--- config.mk ---
export PLATFORM = sky130hd
export DESIGN_NAME = rr_arbiter8_flat
export DESIGN_NICKNAME = d
export VERILOG_FILES = /design/src/rtl/rr_arbiter8_if.sv /design/src/rtl/rr_arbiter8.sv /design/src/flat_wrapper.sv
export SDC_FILE = /design/constraint.sdc
export NUM_CORES = 1
export LEC_CHECK = 0
export CELL_PAD_IN_SITES_DETAIL_PLACEMENT = 0
export CELL_PAD_IN_SITES_GLOBAL_PLACEMENT = 1
export CORE_MARGIN = 8
export CORE_UTILIZATION = 49
export CTS_BUF_LIST = sky130_fd_sc_hd__clkbuf_8
export CTS_CLUSTER_SIZE = 28
export DETAILED_ROUTE_END_ITERATION = 8
export GPL_TIMING_DRIVEN = 1
export PLACE_DENSITY_LB_ADDON = 0.1
export SLEW_MARGIN = 20
export SYNTH_ARGS = -nofsm -noshare
export SYNTH_HDL_FRONTEND = slang
export SYNTH_SLANG_ARGS = --single-unit
export TNS_END_PERCENT = 100
--- constraint.sdc ---
create_clock -name clk -period 8.1 [get_ports clk]
set_input_delay 1.62 -clock clk [delete_from_list [all_inputs] [get_ports clk]]
set_output_delay 1.62 -clock clk [all_outputs]
set_load 0.02 [all_outputs]
--- src/rtl/rr_arbiter8_if.sv ---
// Request/grant bundle between the requesters and the 8-way round-robin arbiter.
interface rr_arbiter8_if;
  logic       enable;
  logic [7:0] req;
  logic       done;
  logic [7:0] grant;
  logic [2:0] grant_id;
  logic       grant_valid;
  logic       timeout;

  modport master (
    output enable, req, done,
    input  grant, grant_id, grant_valid, timeout
  );

  modport slave (
    input  enable, req, done,
    output grant, grant_id, grant_valid, timeout
  );
endinterface

--- src/rtl/rr_arbiter8.sv ---
// 8-requester round-robin arbiter with a bounded hold time per grant.
// Every release forces one idle cycle before the next grant is issued.
module rr_arbiter8 #(
  parameter int unsigned MAX_HOLD = 16
) (
  input logic          clk,
  input logic          rst,
  rr_arbiter8_if.slave bus
);
  localparam int unsigned NREQ = 8;
  localparam int unsigned IDW  = 3;
  localparam int unsigned HW   = 8;
  localparam logic [HW-1:0] HOLD_LAST = HW'(MAX_HOLD - 1);

  typedef enum logic {IDLE, BUSY} state_e;

  state_e          state_q, state_d;
  logic [IDW-1:0]  ptr_q, ptr_d;
  logic [IDW-1:0]  id_q, id_d;
  logic [NREQ-1:0] grant_q, grant_d;
  logic            valid_q, valid_d;
  logic            timeout_q, timeout_d;
  logic [HW-1:0]   hold_q, hold_d;

  logic [IDW-1:0]  pick;
  logic [IDW-1:0]  idx;
  logic            found;
  logic            expired;
  logic            rel;

  // First set request at or above ptr, wrapping modulo 8.
  always_comb begin
    pick  = ptr_q;
    idx   = ptr_q;
    found = 1'b0;
    for (int unsigned i = 0; i < NREQ; i++) begin
      idx = ptr_q + IDW'(i);
      if (!found && bus.req[idx]) begin
        pick  = idx;
        found = 1'b1;
      end
    end
  end

  assign expired = (hold_q == HOLD_LAST);
  assign rel     = bus.done || !bus.req[id_q] || expired;

  // Next state; the hold counter never passes HOLD_LAST because reaching it releases.
  always_comb begin
    state_d   = state_q;
    ptr_d     = ptr_q;
    id_d      = id_q;
    grant_d   = grant_q;
    valid_d   = valid_q;
    hold_d    = hold_q;
    timeout_d = 1'b0;
    case (state_q)
      IDLE: begin
        if (bus.enable && found) begin
          state_d = BUSY;
          id_d    = pick;
          grant_d = NREQ'(1) << pick;
          valid_d = 1'b1;
          hold_d  = '0;
        end
      end
      BUSY: begin
        if (rel) begin
          state_d   = IDLE;
          grant_d   = '0;
          valid_d   = 1'b0;
          ptr_d     = id_q + IDW'(1);
          timeout_d = expired && !bus.done;
        end else begin
          hold_d = hold_q + HW'(1);
        end
      end
      default: state_d = IDLE;
    endcase
  end

  always_ff @(posedge clk) begin
    if (rst) begin
      state_q   <= IDLE;
      ptr_q     <= '0;
      id_q      <= '0;
      grant_q   <= '0;
      valid_q   <= 1'b0;
      timeout_q <= 1'b0;
      hold_q    <= '0;
    end else begin
      state_q   <= state_d;
      ptr_q     <= ptr_d;
      id_q      <= id_d;
      grant_q   <= grant_d;
      valid_q   <= valid_d;
      timeout_q <= timeout_d;
      hold_q    <= hold_d;
    end
  end

  assign bus.grant       = grant_q;
  assign bus.grant_id    = id_q;
  assign bus.grant_valid = valid_q;
  assign bus.timeout     = timeout_q;
endmodule
--- src/flat_wrapper.sv ---
// flat-port wrapper written by rule: the top's interface ports become plain ports
module rr_arbiter8_flat 
#(
  parameter int unsigned MAX_HOLD = 16
)
  (clk, rst, bus_enable, bus_req, bus_done, bus_grant, bus_grant_id, bus_grant_valid, bus_timeout);
  rr_arbiter8_if bus_i ();
  input logic clk;
  input logic rst;
  input wire logic [$bits(bus_i.enable)-1:0] bus_enable;
  input wire logic [$bits(bus_i.req)-1:0] bus_req;
  input wire logic [$bits(bus_i.done)-1:0] bus_done;
  output wire logic [$bits(bus_i.grant)-1:0] bus_grant;
  output wire logic [$bits(bus_i.grant_id)-1:0] bus_grant_id;
  output wire logic [$bits(bus_i.grant_valid)-1:0] bus_grant_valid;
  output wire logic [$bits(bus_i.timeout)-1:0] bus_timeout;
  assign bus_i.enable = bus_enable;
  assign bus_i.req = bus_req;
  assign bus_i.done = bus_done;
  assign bus_grant = bus_i.grant;
  assign bus_grant_id = bus_i.grant_id;
  assign bus_grant_valid = bus_i.grant_valid;
  assign bus_timeout = bus_i.timeout;
  rr_arbiter8 #(.MAX_HOLD(MAX_HOLD)) u_core (.clk(clk), .rst(rst), .bus(bus_i));
endmodule
; Word-level counts from Yosys, hierarchy flattened
; Index checks and enable logic that the tools add are counted.
[classes]
shifts = 1
n_eq_ne = 4
muxes = 45
n_reduce_logical = 25
addsub = 9
n_lt_le_gt_ge = 9
n_bitwise = 2
[ops]
columns = cell, n
row1 = $lt 3x4->1 const B, 9
row2 = $mux 8, 4
row3 = $pmux 8 s2, 2
row4 = $bmux 1 s3, 9
row5 = $mux 1, 21
row6 = $mux 3, 7
row7 = $add 3x3->3 const B, 4
row8 = $logic_and 1x1->1, 9
row9 = $logic_not 1->1, 9
row10 = $add 8x1->8 const B, 1
row11 = $eq 8x4->1 const B, 1
row12 = $reduce_and 2->1, 4
row13 = $shl 1x3->8 const A, 1
row14 = $add 3x1->3 const B, 2
row15 = $add 3x2->3 const B, 2
row16 = $ne 2x2->1 const B, 2
row17 = $pmux 1 s2, 2
row18 = $reduce_or 3->1, 1
row19 = $logic_or 1x1->1, 2
row20 = $ne 2x1->1 const B, 1
row21 = $not 1->1, 2
[word_totals]
ff_bits = 25
input_bits = 12
wordCells = 102
out_inout_bits = 13

; Logic depth before layout (Yosys ltp)
; Gate-level depths: netlist of run 1.
[logic_depth]
depth_word = 27
depth_mapped = 13
mapped_depth_nobuf = 10

; Worst setup path after synthesis of run 1
; No wires, ideal clock.
[synth_path]
kind = input to register
start = in bus_req[5]
end = reg u_core.hold_q[7]
t_required_ns = 8.029
n_path_buf = 1
slack_ns = 4.478
cell_stages = 9
setup_ns = 0.071
arrival_ns = 3.552
cell_sequence = mux4_1 > nor2_4 > a22oi_4 > nor4_4 > a41o_2 > buf_4 > and2_1 > o21ai_1 > a21oi_1
[synth_via]
elab_chain_cells = 27
word_cells_on_any_way = 47
classes_between = 2 x eq/ne / 26 x mux / 19 x reduce/logical
[synth_lines]
columns = item, line
row1 = start: declaration, flat_wrapper.sv:11  ; input wire logic [$bits(bus_i.req)-1:0] bus_req;
row2 = $bmux 1 s3, rr_arbiter8.sv:38  ; if (!found && bus.req[idx]) begin
row3 = $mux 1 (implied by the code), rr_arbiter8.sv:38
row4 = $mux 1, rr_arbiter8.sv:38
row5 = $logic_not 1->1, rr_arbiter8.sv:38
row6 = $logic_and 1x1->1, rr_arbiter8.sv:38
row7 = $mux 1, rr_arbiter8.sv:38
row8 = $logic_not 1->1, rr_arbiter8.sv:38
row9 = $logic_and 1x1->1, rr_arbiter8.sv:38
row10 = [11 not listed], -
row11 = $logic_and 1x1->1, rr_arbiter8.sv:38
row12 = $mux 1, rr_arbiter8.sv:38
row13 = $logic_not 1->1, rr_arbiter8.sv:38
row14 = $logic_and 1x1->1, rr_arbiter8.sv:38
row15 = $mux 1, rr_arbiter8.sv:38
row16 = $logic_and 1x1->1, rr_arbiter8.sv:59  ; if (bus.enable && found) begin
row17 = $ne 2x1->1 (no line), -
row18 = $reduce_and 2->1 (no line) (*), -
row19 = end signal: assignment, rr_arbiter8.sv:98  ; hold_q <= hold_d;
row20 = end: declaration, rr_arbiter8.sv:23  ; logic [HW-1:0] hold_q, hold_d;
; Every way passes the cells marked *; elsewhere a longest branch is shown, timed or not. The select of a mux whose other input is x is not followed.
; A chain may end at the register's enable or synchronous reset.

; Worst setup path after layout of run 1
[layout_path]
start = in bus_req[0]
end = reg u_core.grant_q[2], in the netlist u_core.bus.grant[2]
[layout_via]
elab_chain_cells = 27
word_cells_on_any_way = 57
classes_between = 2 x eq/ne / 1 x shift / 35 x mux / 19 x reduce/logical
[layout_lines]
columns = item, line
row1 = $bmux 1 s3, rr_arbiter8.sv:38
row2 = $mux 1 (implied by the code), rr_arbiter8.sv:38
row3 = $mux 1, rr_arbiter8.sv:38
row4 = $logic_not 1->1, rr_arbiter8.sv:38
row5 = $logic_and 1x1->1, rr_arbiter8.sv:38
row6 = $mux 1, rr_arbiter8.sv:38
row7 = $logic_not 1->1, rr_arbiter8.sv:38
row8 = $logic_and 1x1->1, rr_arbiter8.sv:38
row9 = [11 not listed], -
row10 = $logic_and 1x1->1, rr_arbiter8.sv:38
row11 = $mux 1, rr_arbiter8.sv:38
row12 = $logic_not 1->1, rr_arbiter8.sv:38
row13 = $logic_and 1x1->1, rr_arbiter8.sv:38
row14 = $mux 3 / $mux 1 (equally long branches), rr_arbiter8.sv:38
row15 = $shl 1x3->8 / $logic_and 1x1->1 (equally long branches), "rr_arbiter8.sv:62, rr_arbiter8.sv:59"
row16 = $mux 8 / $ne 2x1->1 (equally long branches), -
row17 = $pmux 8 s2 / $reduce_and 2->1 (equally long branches), -
row18 = end signal: assignment, rr_arbiter8.sv:95  ; grant_q <= grant_d;
row19 = end: declaration, rr_arbiter8.sv:20  ; logic [NREQ-1:0] grant_q, grant_d;
; Parallel ways exist; a longest one is shown, timed or not. The select of a mux whose other input is x is not followed.

==> summary.md, run 1 <==
| Metric | Value |
|---|---|
| CTS max path bufs | 2 |
| I/O pins | 25 |
| Gpl congestion | 0.862 |
| Hold Buf Count CTS | 0 |
| Final Hold Fails | 0 |
| Starting Density | 51.0% |
| WL/cell | 18.0 um |
| Syn Std Cell Area | 0.00224 mm2 |
| Initial DRC Count | 149 |
| Initial antenna violation count | 0 |
| Post-synth net total | 250 |
| Largest net degree at the start of global routing | 22 |
| Fill cell count | 417 |
| N_diodes | 0 |
| Critical Path End Type | flop |
| H-tree Lvls | 1 |
| Core Area | 0.00438 mm2 |
| Tmin final | 4320 ps |
| CTS tree | built |
| Register area share after synthesis | 22.4% |
| Clk root buf | clkbuf_8 |
| Layout area overhead | 12.3% |
| DR vias/cell | 6.32 |
| DP HPWL | 4.15 mm |
| Fin worst setup slack | 3780 ps |
| Slew HR | 45.9% |
| RSZ-0062 raised after global routing | false |
| Worst Path Arrival | 4540 ps |
| Die Y-Extent | 83.6 um |
| Required @ worst endpoint | 8320 ps |
| Row Count | 24 |
| Die X | 83.6 um |
| Residual DRC | 0 |
| Setup TNS | 0 ps |
| Startpoint Class | primary input |
| Top cells by area, synth | dfxtp_1 22%, mux4_2 11%, mux2i_1 6.3%, nor2_1 3.9%, mux4_1 3.5% |
| Total number of vias | 1935 |
| Die footprint | 0.00698 mm2 |
| Number of synthesized flops with an enable pin | 0 |
| Total CTS buffers | 3 |
| Worst Max-Slew Pin Slew | 810 ps |
| Post-synth ARST share | 0% |
| Layout cells sized above 1 | 15.0% |
| Nets | 271 |
| Hold Path Class | reg2reg |
| Final period utilization | 53.3% |
| Setup CP Type | in2reg |
| Synth area leader | dfxtp_1 |
| DRT Wirelength | 5.50 mm |
| Cts repair resizes | 0 |
| Count of cell types in the netlist | 70 |
| Pwr dens | 167 mW/mm2 |
| Drt pass-1 iters | 4 |
| Grt total ovfl | 0 |
| Yosys warning count | 0 |
| Lkg Pwr | 0.913 nW |
| Post-CTS setup buffers | 0 |
| Clk_skew | 2.24 ps |
| Total GRT Usage | 15.5% |
| Fmax | 0.231 GHz |
| Post-synthesis instance total | 234 |
| Worst VDD drop | 115 uV |
| Pre-CTS setup slack | 3510 ps |
| Main synth FF type | dfxtp_1 |
| Outcome | completed |
| CP max FO | 12 |
| Yosys reg bits | 25 |
| Max_cap viols | 0 |
| Clk_lat worst skew | 270 ps |
| Global-route wire length before repair | 9.27 mm |
| Post-synth top area share | 22.4% |
| Syn_area_per_cell | 9.56 um2 |
| Slew Limit Fails | 0 |
| Vias in the first global route | 1858 |
| Setup violators final | 0 |
| Reg clk slew, reported paths | 80 ps |
| # clock sinks | 25 |
| ANT nets after route | 0 |
| Port Buf Inserts | 24 |
| Finished Core Util | 57.3% |
| Tot Pwr | 0.419 mW |
cell type report:
cell class / instances / area, um2 / area share [%]
inverters: 12 / 45.0 / 1.79
well taps: 52 / 65.1 / 2.59
flip-flops and latches: 25 / 500 / 19.9
multi-input cells: 188 / 1610 / 64.0
repair buffers: 25 / 248 / 9.86
clock inverters: 1 / 3.75 / 0.149
clock buffers: 3 / 41.3 / 1.64
cell usage after synthesis (3+ instances only):
library cell / n
a21oi_1: 11
a22o_1: 4
a31oi_1: 3
and2_1: 5
and3_1: 6
buf_6: 3
dfxtp_1: 25
ha_1: 4
inv_1: 10
mux2_1: 4
mux2i_1: 14
mux4_1: 3
mux4_2: 11
nand2_1: 17
nand2b_1: 3
nand3_1: 5
nand4_1: 3
nor2_1: 23
nor3_1: 5
nor3b_1: 3
o21ai_0: 4
o2bb2ai_1: 4
o31ai_1: 3
or3_1: 3
xnor2_1: 6
critical path, stage by stage:
cell and delay [ps]:
clkdlybuf4s50_1 540, mux4_1 690, nor2_4 170, a22oi_4 100, nor4_4 370, a41o_2 400, nand2b_2 130, a21oi_2 310
a22o_1 200
power breakdown:
group          switching, mW  leakage [nW]  internal [mW]
combinational          0.115         0.683         0.0907
sequential            0.0112         0.203          0.130
clock                 0.0383        0.0269         0.0340
total                  0.164         0.913          0.255
sequential cells by signal, summed over array words and instances (netlist names):
name,count
u_core.bus.grant,8
u_core.hold_q,8
u_core.bus.grant_id,3
u_core.ptr_q,3
u_core.bus.grant_valid,1
u_core.bus.timeout,1
u_core.state_q,1
kinds of logic after synthesis:
group                    count (synthesis)  synth area share (%)
AO/OA/AOI/OAI                           58                  21.5
flip-flops                              25                  22.4
XOR/XNOR                                 9                  3.86
buffers and inverters                   21                  5.70
AND/OR/NAND/NOR                         83                  19.9
multiplexers                            34                  24.4
adder cells (fa/ha/maj)                  4                  2.24
stage by stage:
stage | hold slack [ps] | instances | instance area, um2
final | 473 | 306 | 2510
after CTS | 475 | 306 | 2510
after global placement | 450 | 302 | 2470
after detailed placement | 449 | 302 | 2470
after global routing | 489 | 306 | 2510
after floorplan | 463 | 234 | 2240
final timing paths:
check | from | to | slack, ps | cells past startpoint
worst max-delay path | bus_req[0] | u_core.bus.grant[2]$_SDFFE_PP0P_ | 3780 | 9
worst min-delay path | u_core.bus.grant_valid$_SDFFE_PP0P_ | u_core.bus.grant_valid$_SDFFE_PP0P_ | 470 | 2
worst max register to register | u_core.ptr_q[1]$_SDFFE_PP0P_ | u_core.bus.grant[7]$_SDFFE_PP0P_ | 3980 | 10
worst min register to register | u_core.bus.grant_valid$_SDFFE_PP0P_ | u_core.bus.grant_valid$_SDFFE_PP0P_ | 470 | 2
routing by layer:
metal | GRT usage (%) | wire length, um | vias up | share of wire [%]
met3 | 1.76 | 208 | 9 | 3.8
met4 | 5.81 | 111 | 0 | 2.0
met1 | 18.8 | 2430 | 933 | 44
li1 | - | - | 939 | -
met5 | 0 | 0 | - | 0
met2 | 27.2 | 2750 | 54 | 50
cell usage in the layout, fill, tap and decap left out, drive strengths merged, types with 2 or more instances in the layout:
cell / n
nor3: 6
a21oi: 12
nand3: 5
a22o: 4
or3: 4
and2: 5
inv: 12
xnor2: 7
dfxtp: 25
mux2i: 15
o21ai: 7
a311o: 2
nand2: 18
mux4: 14
and3: 6
a32oi: 2
mux2: 5
a221o: 2
o2bb2ai: 4
o31ai: 3
nand4: 3
a21o: 3
nand2b: 4
clkbuf: 3
nor4: 2
xor2: 2
clkdlybuf4s50: 24
a31oi: 3
ha: 4
nor3b: 3
nor2: 25
Note: power is estimated with default switching activity, not from simulation.
==> inputs of run 2 (changes only) <==
--- a/config.mk
+++ b/config.mk
@@ -8,7 +8,7 @@
 export CELL_PAD_IN_SITES_DETAIL_PLACEMENT = 0
 export CELL_PAD_IN_SITES_GLOBAL_PLACEMENT = 1
 export CORE_MARGIN = 8
-export CORE_UTILIZATION = 49
+export CORE_UTILIZATION = 45
 export CTS_BUF_LIST = sky130_fd_sc_hd__clkbuf_8
 export CTS_CLUSTER_SIZE = 28
 export DETAILED_ROUTE_END_ITERATION = 8
==> constraint.sdc (replaced) <==
create_clock -name clk -period 4.2 [get_ports clk]
set_input_delay 0.84 -clock clk [delete_from_list [all_inputs] [get_ports clk]]
set_output_delay 0.84 -clock clk [all_outputs]
set_load 0.02 [all_outputs]
==> summary.md, run 2 (same netlist as run 1, synthesis figures left out) <==
| Metric | Value |
|---|---|
| Outcome | completed |
| Clk_lat worst skew | 260 ps |
| Post-place instance area | 0.00251 mm2 |
| Die footprint | 0.00748 mm2 |
| Residual DRC | 0 |
| Nets | 274 |
| Total number of vias | 1903 |
| CTS tree | built |
| Clk root buf | clkbuf_8 |
| WL/cell | 17.0 um |
| # clock sinks | 25 |
| Final Cell Area | 0.00255 mm2 |
| RSZ-0062 raised after global routing | false |
| Worst VDD drop | 183 uV |
| Setup violators final | 0 |
| Vias in the first global route | 1910 |
| H-tree Lvls | 1 |
| Min Hold Slack | 461 ps |
| Pwr dens | 316 mW/mm2 |
| Setup TNS | 0 ps |
| Register area | 500 um2 |
| Starting Density | 47.1% |
| Slew HR | 48.8% |
| Row Count | 25 |
| DP HPWL | 4.13 mm |
| Hold Buf Count CTS | 0 |
| Lkg Pwr | 0.927 nW |
| Commonest non-fill, non-tap cells in the layout | 25 x dfxtp_1, 24 x clkdlybuf4s50_1, 23 x nor2_1, 17 x nand2_1, 14 x mux2i_1 |
| Max_cap viols | 0 |
| Tmin final | 3590 ps |
| Drt pass-1 iters | 4 |
| Slew Limit Fails | 0 |
| Worst Max-Slew Pin Slew | 767 ps |
| Core Area | 0.00475 mm2 |
| Reg clk slew, reported paths | 80 ps |
| Clk_skew | 2.48 ps |
| Gpl congestion | 0.862 |
| Global-route wire length before repair | 9.53 mm |
| Required @ worst endpoint | 4410 ps |
| Crit-path slowest cell | mux4_1 |
| Bufs and invs on worst path | 1 |
| Fmax | 0.278 GHz |
| Total CTS buffers | 3 |
| Cell family with most CP delay | compound AO/OA/AOI/OAI gates |
| Initial DRC Count | 121 |
| Fill cell count | 465 |
| Cts repair resizes | 0 |
| Post-CTS setup buffers | 0 |
| Commonest non-fill, non-tap cell in the layout | dfxtp_1 |
| Critical Path End Type | flop |
| Setup CP Type | in2reg |
| I/O pins | 25 |
| CTS max path bufs | 2 |
| Multi-input gate area | 0.00161 mm2 |
| Die Y-Extent | 86.5 um |
| Die X | 86.5 um |
| Total GRT Usage | 15.5% |
| Layout area overhead | 14.1% |
| Largest stage delay, worst path | 670 ps |
| Initial antenna violation count | 0 |
| Hold Path Class | reg2reg |
| Crit-path cells | clkdlybuf4s50_1, mux4_1, nor2_4, a22oi_4, nor4_4, a41o_2, nand2b_2, a21oi_2, a22o_1 |
| N_diodes | 0 |
| Port Buf Inserts | 24 |
| Grt total ovfl | 0 |
| Startpoint Class | primary input |
| Worst Path Arrival | 3800 ps |
| DRT Wirelength | 5.50 mm |
| Largest net degree at the start of global routing | 22 |
| Finished Core Util | 53.7% |
| CP max FO | 12 |
| Final period utilization | 85.6% |
| DR vias/cell | 5.87 |
| Layout cells sized above 1 | 16.0% |
| Final Hold Fails | 0 |
| ANT nets after route | 0 |
-- run 2: final timing paths --
check	startpoint	end	slack [ps]	depth (start not counted)
setup reg to reg	u_core.ptr_q[1]$_SDFFE_PP0P_	u_core.bus.grant[3]$_SDFFE_PP0P_	650	10
setup / recovery	bus_req[5]	u_core.bus.grant[3]$_SDFFE_PP0P_	610	9
hold reg to reg	u_core.bus.grant_valid$_SDFFE_PP0P_	u_core.bus.grant_valid$_SDFFE_PP0P_	460	2
hold / removal	u_core.bus.grant_valid$_SDFFE_PP0P_	u_core.bus.grant_valid$_SDFFE_PP0P_	460	2
-- run 2: report_power, final --
group / internal (mW) / switching [mW] / total [mW]
Combinational: 0.178 / 0.224 / 0.402
Sequential: 0.251 / 0.0194 / 0.270
Clock: 0.0652 / 0.0690 / 0.134
Total: 0.494 / 0.312 / 0.807
-- run 2: metrics by stage --
stage	power, mW	cells	setup WS (ps)
global route	0.864	324	368
finish	0.807	324	606
floorplan	0.580	234	1080
CTS	0.812	324	597
global placement	0.680	320	339
detailed placement	0.676	320	345
-- run 2: final cells by class --
class	count	share of cell area [%]
clock inverters	1	0.147
well taps	67	3.28
multi-input cells	188	63.0
flip-flops and latches	25	19.6
repair buffers	28	10.6
clock buffers	3	1.62
inverters	12	1.76
-- run 2: metal layers --
layer,GRT usage (%),vias to the layer above,wire [um]
met3,2.08,6,134
met2,26.9,24,2710
met4,3.76,0,53
li1,-,947,-
met5,0,-,0
met1,19.5,926,2610
-- run 2: tightest hold or removal path: stages (launching register included) --
cell and delay, ps:
dfxtp_1 310, nand2_1 50, a21oi_1 60
